File: src/rtl/mod_n_updown_counter.sv
// Modulo-N up/down counter with synchronous load (clamped to N-1), zero-latency terminal count
// and a registered wrap pulse. Define MODN_SAT_EN to saturate at 0 / N-1 instead of wrapping.
module mod_n_updown_counter #(
  parameter int unsigned N = 10,
  parameter int unsigned W = 4
) (
  input  logic         clk,
  input  logic         rst,
  input  logic         en,
  input  logic         up,
  input  logic         load,
  input  logic [W-1:0] d,
  output logic [W-1:0] q,
  output logic         tc,
  output logic         wrap
);

  localparam int unsigned LpW1 = W + 1;
  localparam logic [W-1:0] LpMax = W'(N - 1);
  localparam logic [W:0] LpN = LpW1'(N);

  logic [W-1:0] r_q;
  logic         r_wrap;

  logic         w_at_max;
  logic         w_at_zero;
  logic         w_term;
  logic [W-1:0] w_load_val;
  logic [W-1:0] w_q_nxt;
  logic         w_wrap_nxt;

  always_comb begin
    w_at_max   = (r_q == LpMax);
    w_at_zero  = (r_q == '0);
    w_term     = up ? w_at_max : w_at_zero;
    // Out-of-range load values are clamped so q never leaves 0..N-1.
    w_load_val = ({1'b0, d} >= LpN) ? LpMax : d;
  end

  always_comb begin
    w_q_nxt    = r_q;
    w_wrap_nxt = 1'b0;
    if (load) begin
      w_q_nxt = w_load_val;
    end else if (en) begin
      if (up) begin
        if (w_at_max) begin
`ifdef MODN_SAT_EN
          w_q_nxt    = r_q;
`else
          w_q_nxt    = '0;
          w_wrap_nxt = 1'b1;
`endif
        end else begin
          w_q_nxt = r_q + W'(1);
        end
      end else begin
        if (w_at_zero) begin
`ifdef MODN_SAT_EN
          w_q_nxt    = r_q;
`else
          w_q_nxt    = LpMax;
          w_wrap_nxt = 1'b1;
`endif
        end else begin
          w_q_nxt = r_q - W'(1);
        end
      end
    end
  end

  always_ff @(posedge clk or posedge rst) begin
    if (rst) begin
      r_q    <= '0;
      r_wrap <= 1'b0;
    end else begin
      r_q    <= w_q_nxt;
      r_wrap <= w_wrap_nxt;
    end
  end

  assign q    = r_q;
  assign wrap = r_wrap;
  assign tc   = en & w_term;

endmodule

File: config.mk
export PLATFORM = sky130hd
export DESIGN_NAME = mod_n_updown_counter
export DESIGN_NICKNAME = d
export VERILOG_FILES = /design/src/rtl/mod_n_updown_counter.sv
export SDC_FILE = /design/constraint.sdc
export NUM_CORES = 1
export LEC_CHECK = 0
export BUFFER_PORTS_ARGS = -buffer_cell sky130_fd_sc_hd__buf_2
export CAP_MARGIN = 30
export CORE_AREA = 4 4 41 43
export DETAILED_ROUTE_END_ITERATION = 16
export DIE_AREA = 0 0 45 47
export RECOVER_POWER = 50
export SYNTH_ARGS = -nofsm -noshare
export SYNTH_HDL_FRONTEND = slang
export SYNTH_SLANG_ARGS = --single-unit
File: constraint.sdc
create_clock -name clk -period 3.1 [get_ports clk]
set_clock_uncertainty 0.15 [all_clocks]
set_input_delay 0.62 -clock clk [delete_from_list [all_inputs] [get_ports clk]]
set_output_delay 0.62 -clock clk [all_outputs]
set_load 0.01 [all_outputs]
# --- After elaboration in Yosys (flattened, before gate mapping) ---
# Index checks and enable logic that the tools add are counted.
classes:
  n_addsub: 2
  multipliers: 0
  div_mod_pow: 0
  magnitude_cmp: 1
  n_eq_ne: 1
  shift: 0
  mux: 12
  bitwise: 1
  n_reduce_logical: 2
ops:
  columns: ["operator", "n"]
  rows:
  - ["2-to-1 mux 4 bit", 6]
  - ["2-to-1 mux 1 bit", 6]
  - ["adder 4 x 1 -> 4 bit, second input constant", 1]
  - ["== test 4 bit, second input constant", 1]
  - [">= comparator 4 bit, second input constant", 1]
  - ["logical NOT 4 bit", 1]
  - ["subtractor 4 x 1 -> 4 bit, second input constant", 1]
  - ["nonzero test 2 bit", 1]
  - ["AND 1 bit", 1]
word_totals:
  regBits: 5
  latchBits: 0
  ram_bits: 0
  romBits: 0
  inputBits: 9
  out_inout_bits: 6
  word_cells: 21
  memories: 0

# --- Longest topological paths before layout ---
logic_depth:
  depth_word: 5
  depth_mapped: 4
  ltp_nobuf: 3

# --- Least setup slack after synthesis ---
# No wires, ideal clock.
synth_path:
  path_type: "input port to flip-flop"
  start: "input en"
  end: "register r_q[2] (netlist: q[2])"
  setup_time_ns: 0.087
  t_arrival_ns: 1.617
  setup_slack_ns: 1.246
  stages: 4
  path_buffers: 1
  cell_sequence: "buf_2 -> or4b_4 -> o211a_1 -> a211oi_2"
synth_via:
  elab_chain_cells: 1
synth_rtl:
  columns: ["item", "line", "rtl"]
  rows:
  - ["from (decl)", "9", "input logic en,"]
  - ["nonzero test 2 bit (no line)", null, null]
  - ["to (signal assigned)", "77", "r_q <= w_q_nxt;"]
  - ["to (decl)", "22", "logic [W-1:0] r_q;"]
# No other way between the ends.
# A chain may end at the register's enable or synchronous reset.

# --- Worst setup path after layout ---
layout_path:
  start: "register r_q[0] (netlist: q[0])"
  end: "output tc"
layout_via:
  elab_chain_cells: 3
  elab_cells_between_ends: 4
  cone_classes: "eq/ne (1); mux (1); bitwise (1); reduce/logical (1)"
layout_rtl:
  columns: ["item", "line", "rtl"]
  rows:
  - ["== test 4 bit or logical NOT 4 bit (tied branches)", "33, 34", null]
  - ["2-to-1 mux 1 bit *", "35", "w_term = up ? w_at_max : w_at_zero;"]
  - ["AND 1 bit *", "84", "assign tc = en & w_term;"]
  - ["to (decl)", "14", "output logic tc,"]
# Mark *: on every way between the ends. The rest lies on a longest branch, timed or not.

==> out/metrics.json <==
{
  "post_syn_area": {"value": 390, "unit": "sq um"},
  "ctsHtreeMaxLevel": {"value": 1},
  "routed-via-count": {"value": 368},
  "r2r.worst_path.cells": {"value": 3},
  "dp_worst_setup_slack": {"value": 1.01, "unit": "ns"},
  "clk_path_buf_depth": {"value": 2},
  "netlist.area_leader.share": {"value": 32.1, "unit": "%"},
  "power.net_switching": {"value": 0.0689, "unit": "mW"},
  "layout-drive-gt1-share": {"value": 35.6, "unit": "%"},
  "synth_area_leaders": {"value": "sky130_fd_sc_hd__dfrtp_1, sky130_fd_sc_hd__o211a_1, sky130_fd_sc_hd__o2111ai_1, sky130_fd_sc_hd__xnor2_1, sky130_fd_sc_hd__and3_2"},
  "setup_total_negative_slack": {"value": 0, "unit": "ns"},
  "place.detailed.instances": {"value": 70},
  "setup.worst_path.start_class": {"value": "flop"},
  "status": {"value": "finished clean"},
  "antenna_violating_nets_post_route": {"value": 0},
  "floorplan.initialDensity": {"value": 30.0, "unit": "%"},
  "clockRootBuffer": {"value": "sky130_fd_sc_hd__clkbuf_4"},
  "end_kind": {"value": "primary output"},
  "rsz_0062_raised_after_global_routing": {"value": "false"},
  "synth_adder_area_share": {"value": 0, "unit": "%"},
  "grt_antenna_before_repair": {"value": 0},
  "drt_pre_antenna_iters": {"value": 4},
  "synthesized_instance_count": {"value": 44},
  "yosysTopAreaCell": {"value": "sky130_fd_sc_hd__dfrtp_1"},
  "cellPowerDensity": {"value": 451, "unit": "nW/um^2"},
  "rows": {"value": 13},
  "cts_tree": {"value": "yes"},
  "post_cts.repair.setup_buffers": {"value": 0},
  "synth.yosys.warnings": {"value": 0},
  "die_y": {"value": 47, "unit": "um"},
  "worstSkewPairLatency": {"value": 0.24, "unit": "ns"},
  "asyncSetResetFlopFracSynth": {"value": 100, "unit": "%"},
  "path_max_fanout": {"value": 11},
  "leakagePower": {"value": 0.237, "unit": "nW"},
  "top_count_cell_post_synth": {"value": "sky130_fd_sc_hd__dfrtp_1"},
  "final_nets": {"value": 69},
  "series_of_cell_instances_along_the_critical_path": {"value": "and3_2 -> o211a_1 -> buf_2"},
  "numCtsBuffers": {"value": 3},
  "clock.fmax": {"value": 471, "unit": "MHz"},
  "worst_slack": {"value": 0.975, "unit": "ns"},
  "synthesis.area_per_instance": {"value": 8.87, "unit": "sq um"},
  "tightest_slew": {"value": 0.372, "unit": "ns"},
  "antennaDiodeCount": {"value": 0},
  "synth_compound_gate_area_share": {"value": 23.7, "unit": "%"},
  "critPathRequiredTime": {"value": 2.33, "unit": "ns"},
  "core_region_area": {"value": 1300, "unit": "sq um"},
  "postSynth.topFlopCell": {"value": "sky130_fd_sc_hd__dfrtp_1"},
  "fp.dieArea": {"value": 2120, "unit": "sq um"},
  "worst-r2r-setup-slack": {"value": 1.33, "unit": "ns"},
  "grt_util_all_layers": {"value": 9.60, "unit": "%"},
  "ys_types": {"value": 27},
  "setup_viol": {"value": 0},
  "power.share.switching": {"value": 31.6, "unit": "%"},
  "grt-ovfl-total": {"value": 0},
  "clkTransAtPathRegs": {"value": 0.04, "unit": "ns"},
  "muxShareOfSynthArea": {"value": 0, "unit": "%"},
  "worstReg2RegStart": {"value": "q[0]"},
  "via_per_inst": {"value": 4.97},
  "synthToLayoutAreaGrowth": {"value": 24.0, "unit": "%"},
  "worst_path_dominant_cell_family": {"value": "flip-flops"},
  "post_drt_wl_per_cell": {"value": 11.8, "unit": "um"},
  "cap_viol_max_count": {"value": 0},
  "remaining_drc_errors": {"value": 0},
  "pin_count_of_the_biggest_net_entering_global_routing": {"value": 13},
  "detail_route.iter0.violations": {"value": 3},
  "slew_headroom": {"value": 75.2, "unit": "%"},
  "postRouteWirelength": {"value": 870, "unit": "um"},
  "share_clk_of_total_power": {"value": 33.5, "unit": "%"},
  "synth-edff-count": {"value": 0},
  "post_synth_and_or_nand_nor_area_fraction": {"value": 29.5, "unit": "%"},
  "slew_viols_final": {"value": 0},
  "power.combinational.fraction": {"value": 25.7, "unit": "%"},
  "arrival": {"value": 1.36, "unit": "ns"},
  "path_buf_inv": {"value": 1},
  "finalHoldViolCount": {"value": 0},
  "cts_hold_repair.buffers": {"value": 0},
  "regToRegEndpoint": {"value": "q[2]"},
  "first_global_vias": {"value": 358},
  "die_w": {"value": 45, "unit": "um"},
  "synth_sequential_area_ratio": {"value": 32.1, "unit": "%"},
  "path_class": {"value": "flop to primary output"},
  "timing.final.crit_period": {"value": 2.13, "unit": "ns"},
  "share_seq_of_total_power": {"value": 40.8, "unit": "%"},
  "final-instance-count-excl-fill": {"value": 74},
  "highest_cell_delay_on_the_worst_timing_path": {"value": 0.50, "unit": "ns"},
  "post_synthesis_register_bit_count": {"value": 5},
  "cts_num_sinks": {"value": 5},
  "combinational_family_with_the_most_area_after_synthesis": {"value": "simple AND/OR/NAND/NOR gates"},
  "cts-resized-gates": {"value": 0},
  "ys_top_cells_by_count": {"value": "sky130_fd_sc_hd__dfrtp_1, sky130_fd_sc_hd__nor2_1, sky130_fd_sc_hd__inv_1"},
  "final_min_period_over_clock_period": {"value": 68.6, "unit": "%"},
  "yosys.area_share.xor_xnor": {"value": 6.73, "unit": "%"},
  "slowest_stage": {"value": "sky130_fd_sc_hd__dfrtp_1"},
  "port_buffers": {"value": 14},
  "global_route_wire_length_before_repair": {"value": 1.42, "unit": "mm"},
  "cellInternalPower": {"value": 0.149, "unit": "mW"},
  "pin_count": {"value": 15},
  "peakVddDrop": {"value": 0.123, "unit": "mV"},
  "synth_fp_nets": {"value": 53},
  "gp_congestion": {"value": 0.791},
  "min-delay-path-class": {"value": "input pin to asynchronous set/reset pin"}
}
## placed cells by master (no fill, tap or decap), drive strengths merged, types with 3 or more instances in the layout
| master | Yosys | final |
|---|---|---|
| nor2 | 4 | 4 |
| clkbuf | 1 | 5 |
| and3 | 3 | 3 |
| inv | 3 | 3 |
| dfrtp | 5 | 5 |
| buf | 2 | 13 |
## flip-flops by register name, summed over array words and instances (netlist names)
name  flops
wrap      1
q         4
## through the flow
step | instance area (sq um) | hold WS [ns] | total power [mW] | util (%)
4_1_cts | 485 | 0.117 | 0.223 | 37.3
3_3_place_gp | 459 | 0.368 | 0.146 | 35.3
6_report | 484 | 0.119 | 0.218 | 37.2
5_1_grt | 484 | 0.146 | 0.232 | 37.2
2_1_floorplan | 390 | 0.249 | 0.127 | -
3_5_place_dp | 459 | 0.374 | 0.147 | 35.3
## how the worst max path moves through the flow
| stage | cells past startpoint | slack, ns | end | from |
|---|---|---|---|---|
| after global routing | 3 | 0.91 | tc | q[0] |
| after floorplan | 4 | 1.25 | q[2] | en |
| after global placement | 4 | 1.02 | tc | up |
| after detailed placement | 4 | 1.01 | tc | up |
| after CTS | 3 | 0.96 | tc | q[0] |
| final | 3 | 0.97 | tc | q[0] |
## worst register-to-register path: stages (launching register included)
cell and delay (ns):
sky130_fd_sc_hd__dfrtp_1 0.50, sky130_fd_sc_hd__or4b_4 0.57, sky130_fd_sc_hd__o211a_1 0.23, sky130_fd_sc_hd__a211oi_2 0.22
## power by group through the flow
stage	combinational, mW	sequential (mW)	clock [mW]
finish	0.0561	0.0891	0.0731
global route	0.0631	0.0909	0.0780
CTS	0.0569	0.0891	0.0766
detailed placement	0.0569	0.0901	0
global placement	0.0563	0.0896	0
floorplan	0.0409	0.0865	0
## routing by layer
layer	vias up	share of wire [%]	track usage, %
met3	0	5.4	0
met5	-	0	0
met2	10	48	15.0
li1	192	-	-
met4	0	0	10.5
met1	166	46	11.5
## area by class of cell
class                           count  area, sq um
Fill cell                         154          817
Multi-Input combinational cell     33          234
Sequential cell                     5          125
Timing Repair Buffer               14         68.8
Clock buffer                        4         26.3
Tap cell                           15         18.8
Inverter                            3         11.3
## cells by family after synthesis
group / count (synthesis)
XOR/XNOR: 3
flip-flops: 5
buffers and inverters: 6
AND/OR/NAND/NOR: 19
AO/OA/AOI/OAI: 11
Power figures use the tool's default switching activity.
